File: src/rtl/arith_pkg.sv
// Shared arithmetic-datapath definitions: sequencer state encoding for the
// multi-cycle arithmetic units.
package arith_pkg;

  typedef enum logic [1:0] {
    IDLE = 2'd0,
    RUN  = 2'd1,
    DONE = 2'd2
  } state_t;

endpackage

File: src/rtl/booth_addsub.sv
// Combinational W-bit adder/subtractor for the Booth step; carry-out is dropped.
module booth_addsub #(
  parameter int W = 9
) (
  input  logic [W-1:0] a,
  input  logic [W-1:0] b,
  input  logic         sub,
  output logic [W-1:0] y
);

  always_comb begin
    y = sub ? (a + ~b + W'(1)) : (a + b);
  end

endmodule

File: src/rtl/booth_mul_seq.sv
// Sequential radix-2 Booth multiplier, signed or unsigned per operation,
// with a Start/Busy/Done handshake and a product register held between operations.
module booth_mul_seq
  import arith_pkg::*;
#(
  parameter int WIDTH = 8
) (
  input  logic                 CLK,
  input  logic                 RST,
  input  logic                 Start,
  input  logic                 Signed,
  input  logic [WIDTH-1:0]     Multiplicand,
  input  logic [WIDTH-1:0]     Multiplier,
  output logic [2*WIDTH-1:0]   Product,
  output logic                 Busy,
  output logic                 Done
);

  // One guard bit lets unsigned max and the most negative signed value run exactly.
  localparam int E  = WIDTH + 1;
  localparam int CW = $clog2(WIDTH + 2);
  localparam logic [CW-1:0] LAST_STEP = CW'(E - 1);

  state_t          state_reg;
  logic [E-1:0]    a_reg;
  logic [E-1:0]    m_reg;
  logic [E-1:0]    q_reg;
  logic            q_1_reg;
  logic [CW-1:0]   count_reg;

  logic [E-1:0]    sum;
  logic [E-1:0]    a_step;
  logic [E-1:0]    a_sh;
  logic [E-1:0]    q_sh;

  booth_addsub #(.W(E)) u_addsub (
    .a   (a_reg),
    .b   (m_reg),
    .sub (q_reg[0]),
    .y   (sum)
  );

  // Pairs 01 add, 10 subtract; 00/11 leave A alone. Then shift {A,Q,Q_1} right arithmetically.
  always_comb begin
    a_step = (q_reg[0] ^ q_1_reg) ? sum : a_reg;
    a_sh   = {a_step[E-1], a_step[E-1:1]};
    q_sh   = {a_step[0], q_reg[E-1:1]};
  end

  always_ff @(posedge CLK or posedge RST) begin
    if (RST) begin
      state_reg <= IDLE;
      a_reg     <= '0;
      m_reg     <= '0;
      q_reg     <= '0;
      q_1_reg   <= 1'b0;
      count_reg <= '0;
      Product   <= '0;
      Busy      <= 1'b0;
      Done      <= 1'b0;
    end else begin
      Done <= 1'b0;
      case (state_reg)
        IDLE, DONE: begin
          if (Start) begin
            a_reg     <= '0;
            m_reg     <= {Signed & Multiplicand[WIDTH-1], Multiplicand};
            q_reg     <= {Signed & Multiplier[WIDTH-1], Multiplier};
            q_1_reg   <= 1'b0;
            count_reg <= '0;
            state_reg <= RUN;
            Busy      <= 1'b1;
          end else begin
            state_reg <= IDLE;
          end
        end
        RUN: begin
          a_reg     <= a_sh;
          q_reg     <= q_sh;
          q_1_reg   <= q_reg[0];
          count_reg <= count_reg + CW'(1);
          if (count_reg == LAST_STEP) begin
            // The two top bits of {A,Q} are pure sign/guard copies after the final shift.
            Product   <= {a_sh[E-3:0], q_sh};
            state_reg <= DONE;
            Busy      <= 1'b0;
            Done      <= 1'b1;
          end
        end
        default: begin
          state_reg <= IDLE;
          Busy      <= 1'b0;
        end
      endcase
    end
  end

endmodule

File: config.mk
export PLATFORM = sky130hd
export DESIGN_NAME = booth_mul_seq
export DESIGN_NICKNAME = d
export VERILOG_FILES = /design/src/rtl/arith_pkg.sv /design/src/rtl/booth_addsub.sv /design/src/rtl/booth_mul_seq.sv
export SDC_FILE = /design/constraint.sdc
export NUM_CORES = 1
export LEC_CHECK = 0
export ABC_AREA = 1
export BUFFER_PORTS_ARGS = -buffer_cell sky130_fd_sc_hd__buf_2
export CORE_ASPECT_RATIO = 0.75
export CORE_MARGIN = 4
export CORE_UTILIZATION = 58
export CTS_BUF_LIST = sky130_fd_sc_hd__clkbuf_16
export DETAILED_ROUTE_END_ITERATION = 7
export GPL_TIMING_DRIVEN = 0
export PLACE_DENSITY = 0.8
export SYNTH_ARGS = -nofsm -noshare
export SYNTH_HDL_FRONTEND = slang
export SYNTH_SLANG_ARGS = --single-unit
File: constraint.sdc
create_clock -name CLK -period 2.2 [get_ports CLK]
set_input_delay 0.44 -clock CLK [delete_from_list [all_inputs] [get_ports CLK]]
set_output_delay 0.44 -clock CLK [all_outputs]
set_load 0.05 [all_outputs]
==> impl_metrics.env, run 1 <==
export IMPL_worstPathMaxFanout=3
export IMPL_ctsRootBufferMaster="clkbuf_16"
export IMPL_yosysTopAreaCellShare=0.438
export IMPL_critPathCaptureType="flip-flop"
export IMPL_slew_viol_final=0
export IMPL_fin_crit_sh=0.884
export IMPL_reg2reg_to="a_reg[5]"
export IMPL_holdBufCountCts=0
export IMPL_synth_distinct_cells=30
export IMPL_die_w_um=89.9
export IMPL_yosys_area_top_type="dfrtp_1"
export IMPL_grt_pass1_vias=2437
export IMPL_slew_headroom=0.572
export IMPL_post_synth_top_count_cell="nand2_1"
export IMPL_cp_slowest_stage_delay_ns=0.41
export IMPL_start_util=0.599
export IMPL_diodes=0
export IMPL_ys_dominant_reg_cell="dfrtp_1"
export IMPL_hold_class="in -> async"
export IMPL_via_per_inst=5.42
export IMPL_insertion_delay_ns=0.29
export IMPL_syn_area_per_cell_um2=7.97
export IMPL_drt_pass1_iterations=4
export IMPL_setup_viol=0
export IMPL_drt_initial_drc_count=227
export IMPL_synthCells=366
export IMPL_crit_arrival_ns=2.12
export IMPL_ys_seq_area_frac=0.438
export IMPL_rr_worst_depth=14
export IMPL_ys_warnings_count=0
export IMPL_synth_seq_cells=51
export IMPL_status="complete, no violations"
export IMPL_cts_max_level=2
export IMPL_async_reset_ff_frac=1.00
export IMPL_drc=0
export IMPL_worst_pin_slew_ns=0.641
export IMPL_synth_area_leaders="dfrtp_1 (44%), nand2_1 (18%), ha_1 (7.7%)"
export IMPL_gp_congestion=0.894
export IMPL_ant_nets=0
export IMPL_nNetsFinal=451
export IMPL_cts_sinks=51
export IMPL_period_needed_ns=1.94
export IMPL_wirelength_um=6780
export IMPL_drive_gt1_frac=0.175
export IMPL_dr_total_vias=2558
export IMPL_grt_antenna_before_repair=0
export IMPL_fmax_mhz=514
export IMPL_synthesis_nets=406
export IMPL_hold_violations=0
export IMPL_clkTransAtPathRegs_ns=0.07
export IMPL_synth_top_family_by_area="simple AND/OR/NAND/NOR gates"
export IMPL_yosys_top_cells_count="nand2_1 (138), dfrtp_1 (51), inv_1 (40)"
export IMPL_worst_ep_required_time_ns=2.38
export IMPL_worst_setup_path_type="reg -> reg"
export IMPL_die_area_um2=6240
export IMPL_crit_path_cell_trace="inv_1 > ha_1 > inv_1 > fa_1 > nand2_1 > nand2_1 > nand3_1 > nand2_1 > inv_1 > nand3b_1 > nand2_1 > nand2_1 > nand3_1 > nand2_1"
export IMPL_cts_setup_buffers=0
export IMPL_r2r_slack_ns=0.26
export IMPL_area_growth_pct=16.1
export IMPL_cpMostUsedCell="nand2_1"
export IMPL_fin_worst_skew_ns=0.00766
export IMPL_syn_area_um2=2920
export IMPL_largest_register_ffs=16
export IMPL_dp_final_hpwl_um=5060
export IMPL_yosys_area_share_xor_xnor=0.0120
export IMPL_synthSimpleGateAreaFrac=0.257
export IMPL_die_height_um=69.4
export IMPL_grt_max_degree=37
export IMPL_grt_pass1_wl_um=11300
export IMPL_port_buffers=37
export IMPL_cts_buffers_inserted=5
export IMPL_cts_tree="built"
export IMPL_cap_violations=0
export IMPL_rsz0062_at_grt="no"
export IMPL_synth_edf_count=0
export IMPL_synth_compound_area_frac=0.118
export IMPL_grt_remaining_overflow=0
export IMPL_critPathLaunchType="flip-flop"
export IMPL_io_pins=38
export IMPL_wl_per_cell_um=14.4
export IMPL_grtUsageTotal=0.223
export IMPL_ctsResizeCount=0
export IMPL_cts_buffer_depth=2
export IMPL_r2r_start="a_reg[0]"
export IMPL_core_region_area_um2=4870
export IMPL_synthAdderAreaFrac=0.0909
export IMPL_placementRows=22
export IMPL_critPathSlowestCell="fa_1"
export IMPL_hold_worst_slack_ns=0.126
export IMPL_synthMuxAreaShare=0
## cells by family after synthesis
logic type | count (synthesis)
and+or+nand+nor | 180
AOI/OAI and AO/OA | 55
xor gates and xnor gates | 4
adders and majority gates | 20
DFF | 51
buffers and inverters | 56
## layer usage
layer | up-vias | GRT usage | routed length [um]
li1 | 1255 | - | -
met2 | 65 | 0.338 | 3020
met3 | 12 | 0.0390 | 345
met4 | 0 | 0.0713 | 105
met5 | - | 0 | 0
met1 | 1226 | 0.328 | 3310
## worst max path at each step
stage | start | to | slack (ns)
2_1_floorplan | a_reg[0] | Product[14] | 0.49
3_3_place_gp | RST | m_reg[6] | -0.11
3_5_place_dp | a_reg[0] | Product[14] | 0.29
4_1_cts | a_reg[0] | Product[14] | 0.28
5_1_grt | a_reg[0] | Product[14] | 0.08
6_report | a_reg[0] | a_reg[5] | 0.26
## worst max-delay path: cells and delay by family, from the launching register on
family | cells | cell delay (ns)
buf+inv | 3 | 0.20
flops | 1 | 0.40
simple gates | 9 | 0.66
fa+ha+maj | 2 | 0.56
## placed cells by master, fill, tap and decap left out, drive strengths merged
master / Yosys / layout
nand3: 22 / 22
fa: 2 / 2
o21ai: 29 / 29
clkbuf: 2 / 7
or2: 2 / 2
o221ai: 7 / 7
xnor2: 1 / 1
xor2: 3 / 3
o211ai: 1 / 1
a21oi: 10 / 10
nor2: 14 / 14
dfrtp: 51 / 51
o22ai: 4 / 4
ha: 18 / 18
inv: 47 / 48
nor3: 1 / 1
o21bai: 3 / 3
nor4: 1 / 1
a21boi: 1 / 1
nand2: 139 / 139
nand3b: 1 / 1
buf: 7 / 45
bufinv: 0 / 2
## stage by stage
| stage | std cells | setup TNS (ns) | area, um2 | setup slack [ns] | util |
|---|---|---|---|---|---|
| after CTS | 472 | 0 | 3390 | 0.278 | 0.695 |
| after detailed placement | 464 | 0 | 3200 | 0.295 | 0.656 |
| after floorplan | 366 | 0 | 2920 | 0.494 | - |
| after global routing | 472 | 0 | 3390 | 0.0816 | 0.695 |
| after global placement | 463 | -5.46 | 3180 | -0.111 | 0.652 |
| final | 472 | 0 | 3390 | 0.256 | 0.695 |
## cell type report
class                           count  area (um2)
Fill cell                         405        1490
Multi-Input combinational cell    259        1400
Sequential cell                    51        1280
Timing Repair Buffer               38         205
Inverter                           47         179
Clock buffer                        5         125
Tap cell                           60        75.1
Buffer                              9        65.1
Clock inverter                      3        63.8
Power of run 1 is not shown: default switching activity piles up to over one toggle a cycle in this logic, so the estimate is an artifact.
==> run 2, diff against run 1 <==
- CORE_ASPECT_RATIO: 0.75 -> 1.75
==> run 2 against run 1 <==
Sequential share of layout area grew 0.39 points. Setup slack better by 0.0065 ns. Register-to-register slack barely moved. Critical path type unchanged. Largest cell class unchanged.
==> impl_metrics.env, run 2 (synthesized netlist as in run 1, its figures left out) <==
export IMPL_holdBufCountCts=0
export IMPL_diodes=0
export IMPL_setup_viol=0
export IMPL_grt_pass1_wl_um=11800
export IMPL_cp_slowest_stage_delay_ns=0.41
export IMPL_fin_crit_sh=0.881
export IMPL_area_growth_pct=14.9
export IMPL_placementRows=33
export IMPL_fillers=376
export IMPL_critPathLaunchType="flip-flop"
export IMPL_ant_nets=0
export IMPL_via_per_inst=5.37
export IMPL_drt_pass1_iterations=5
export IMPL_rsz0062_at_grt="no"
export IMPL_insertion_delay_ns=0.29
export IMPL_final_common_cell="nand2_1"
export IMPL_crit_path_cell_trace="inv_1 > ha_1 > inv_1 > fa_1 > nand2_1 > nand2_1 > nand3_1 > nand2_1 > inv_1 > nand3b_1 > nand2_1 > nand2_1 > nand3_1 > nand2_1"
export IMPL_grt_pass1_vias=2598
export IMPL_worst_setup_path_type="reg -> reg"
export IMPL_critPathSlowestCell="fa_1"
export IMPL_status="complete, no violations"
export IMPL_die_area_um2=6270
export IMPL_grt_antenna_before_repair=0
export IMPL_postLayoutSetupSlackWorst_ns=0.262
export IMPL_ctsRootBufferMaster="clkbuf_16"
export IMPL_wl_per_cell_um=15.1
export IMPL_worst_ep_required_time_ns=2.38
export IMPL_hold_worst_slack_ns=0.0558
export IMPL_mostFrequentLayoutCells="nand2_1 (138), dfrtp_1 (51), inv_1 (39), buf_2 (38), nand3_1 (22)"
export IMPL_cts_setup_buffers=0
export IMPL_worstPathMaxFanout=3
export IMPL_port_buffers=37
export IMPL_wirelength_um=7000
export IMPL_slew_headroom=0.634
export IMPL_hold_violations=0
export IMPL_clkTransAtPathRegs_ns=0.07
export IMPL_grt_remaining_overflow=0
export IMPL_cts_sinks=51
export IMPL_grtUsageTotal=0.253
export IMPL_start_util=0.609
export IMPL_dp_final_hpwl_um=5310
export IMPL_cts_buffers_inserted=5
export IMPL_cts_buffer_depth=2
export IMPL_fmax_mhz=516
export IMPL_die_height_um=102
export IMPL_ctsResizeCount=0
export IMPL_utilization=0.700
export IMPL_cts_max_level=2
export IMPL_gp_congestion=0.878
export IMPL_cpMostUsedCell="nand2_1"
export IMPL_io_pins=38
export IMPL_drc=0
export IMPL_core_region_area_um2=4790
export IMPL_nNetsFinal=451
export IMPL_drt_initial_drc_count=123
export IMPL_largest_register_ffs=16
export IMPL_crit_arrival_ns=2.12
export IMPL_slew_viol_final=0
export IMPL_die_w_um=61.6
export IMPL_period_needed_ns=1.94
export IMPL_dr_total_vias=2493
export IMPL_place_ws_ns=0.275
export IMPL_critPathCaptureType="flip-flop"
export IMPL_worst_pin_slew_ns=0.549
export IMPL_grt_max_degree=44
export IMPL_hold_class="in -> async"
export IMPL_drive_gt1_frac=0.175
export IMPL_cts_tree="built"
export IMPL_setup_tns_ns=0
export IMPL_cap_violations=0
export IMPL_fin_worst_skew_ns=0.00587
-- run 2: final cells by class --
cell class              count  area (um2)  share of cell area
plain buffers               9        65.1              0.0194
clock buffers               5         125              0.0373
clock inverters             3        38.8              0.0116
inverters                  47         179              0.0534
multi-input cells         259        1400               0.417
flip-flops and latches     51        1280               0.381
well taps                  52        65.1              0.0194
repair buffers             38         205              0.0612
-- run 2: final timing paths --
check / cells after the start / slack (ns) / endpoint / start
max: 14 / 0.26 / Product[14] / a_reg[0]
min: 2 / 0.06 / Product[6] / RST
max reg2reg: 14 / 0.26 / Product[14] / a_reg[0]
min reg2reg: 2 / 0.48 / Busy / Busy
max in group asynchronous: 3 / 1.65 / q_reg[5] / RST
min in group CLK: 3 / 0.35 / m_reg[0] / Multiplicand[0]
-- run 2: stage by stage --
| step | cell area (um2) | instances |
|---|---|---|
| after floorplan | 2920 | 366 |
| after global placement | 3170 | 455 |
| after detailed placement | 3190 | 456 |
| after CTS | 3350 | 464 |
| after global routing | 3350 | 464 |
| final | 3350 | 464 |
-- run 2: critical path: cells and delay by family, from the launching register on --
family                     cells  cell delay (ns)
DFF                            1             0.40
and+or+nand+nor                9             0.68
adders and majority gates      2             0.55
buffers and inverters          3             0.21
-- run 2: routing by layer --
layer | vias to the layer above | wire [um] | track usage
met4 | 0 | 256 | 0.101
met2 | 75 | 3800 | 0.450
met3 | 25 | 279 | 0.0395
met1 | 1130 | 2660 | 0.291
li1 | 1263 | - | -
met5 | - | 0 | 0
Power of run 2 is left out for the same reason.
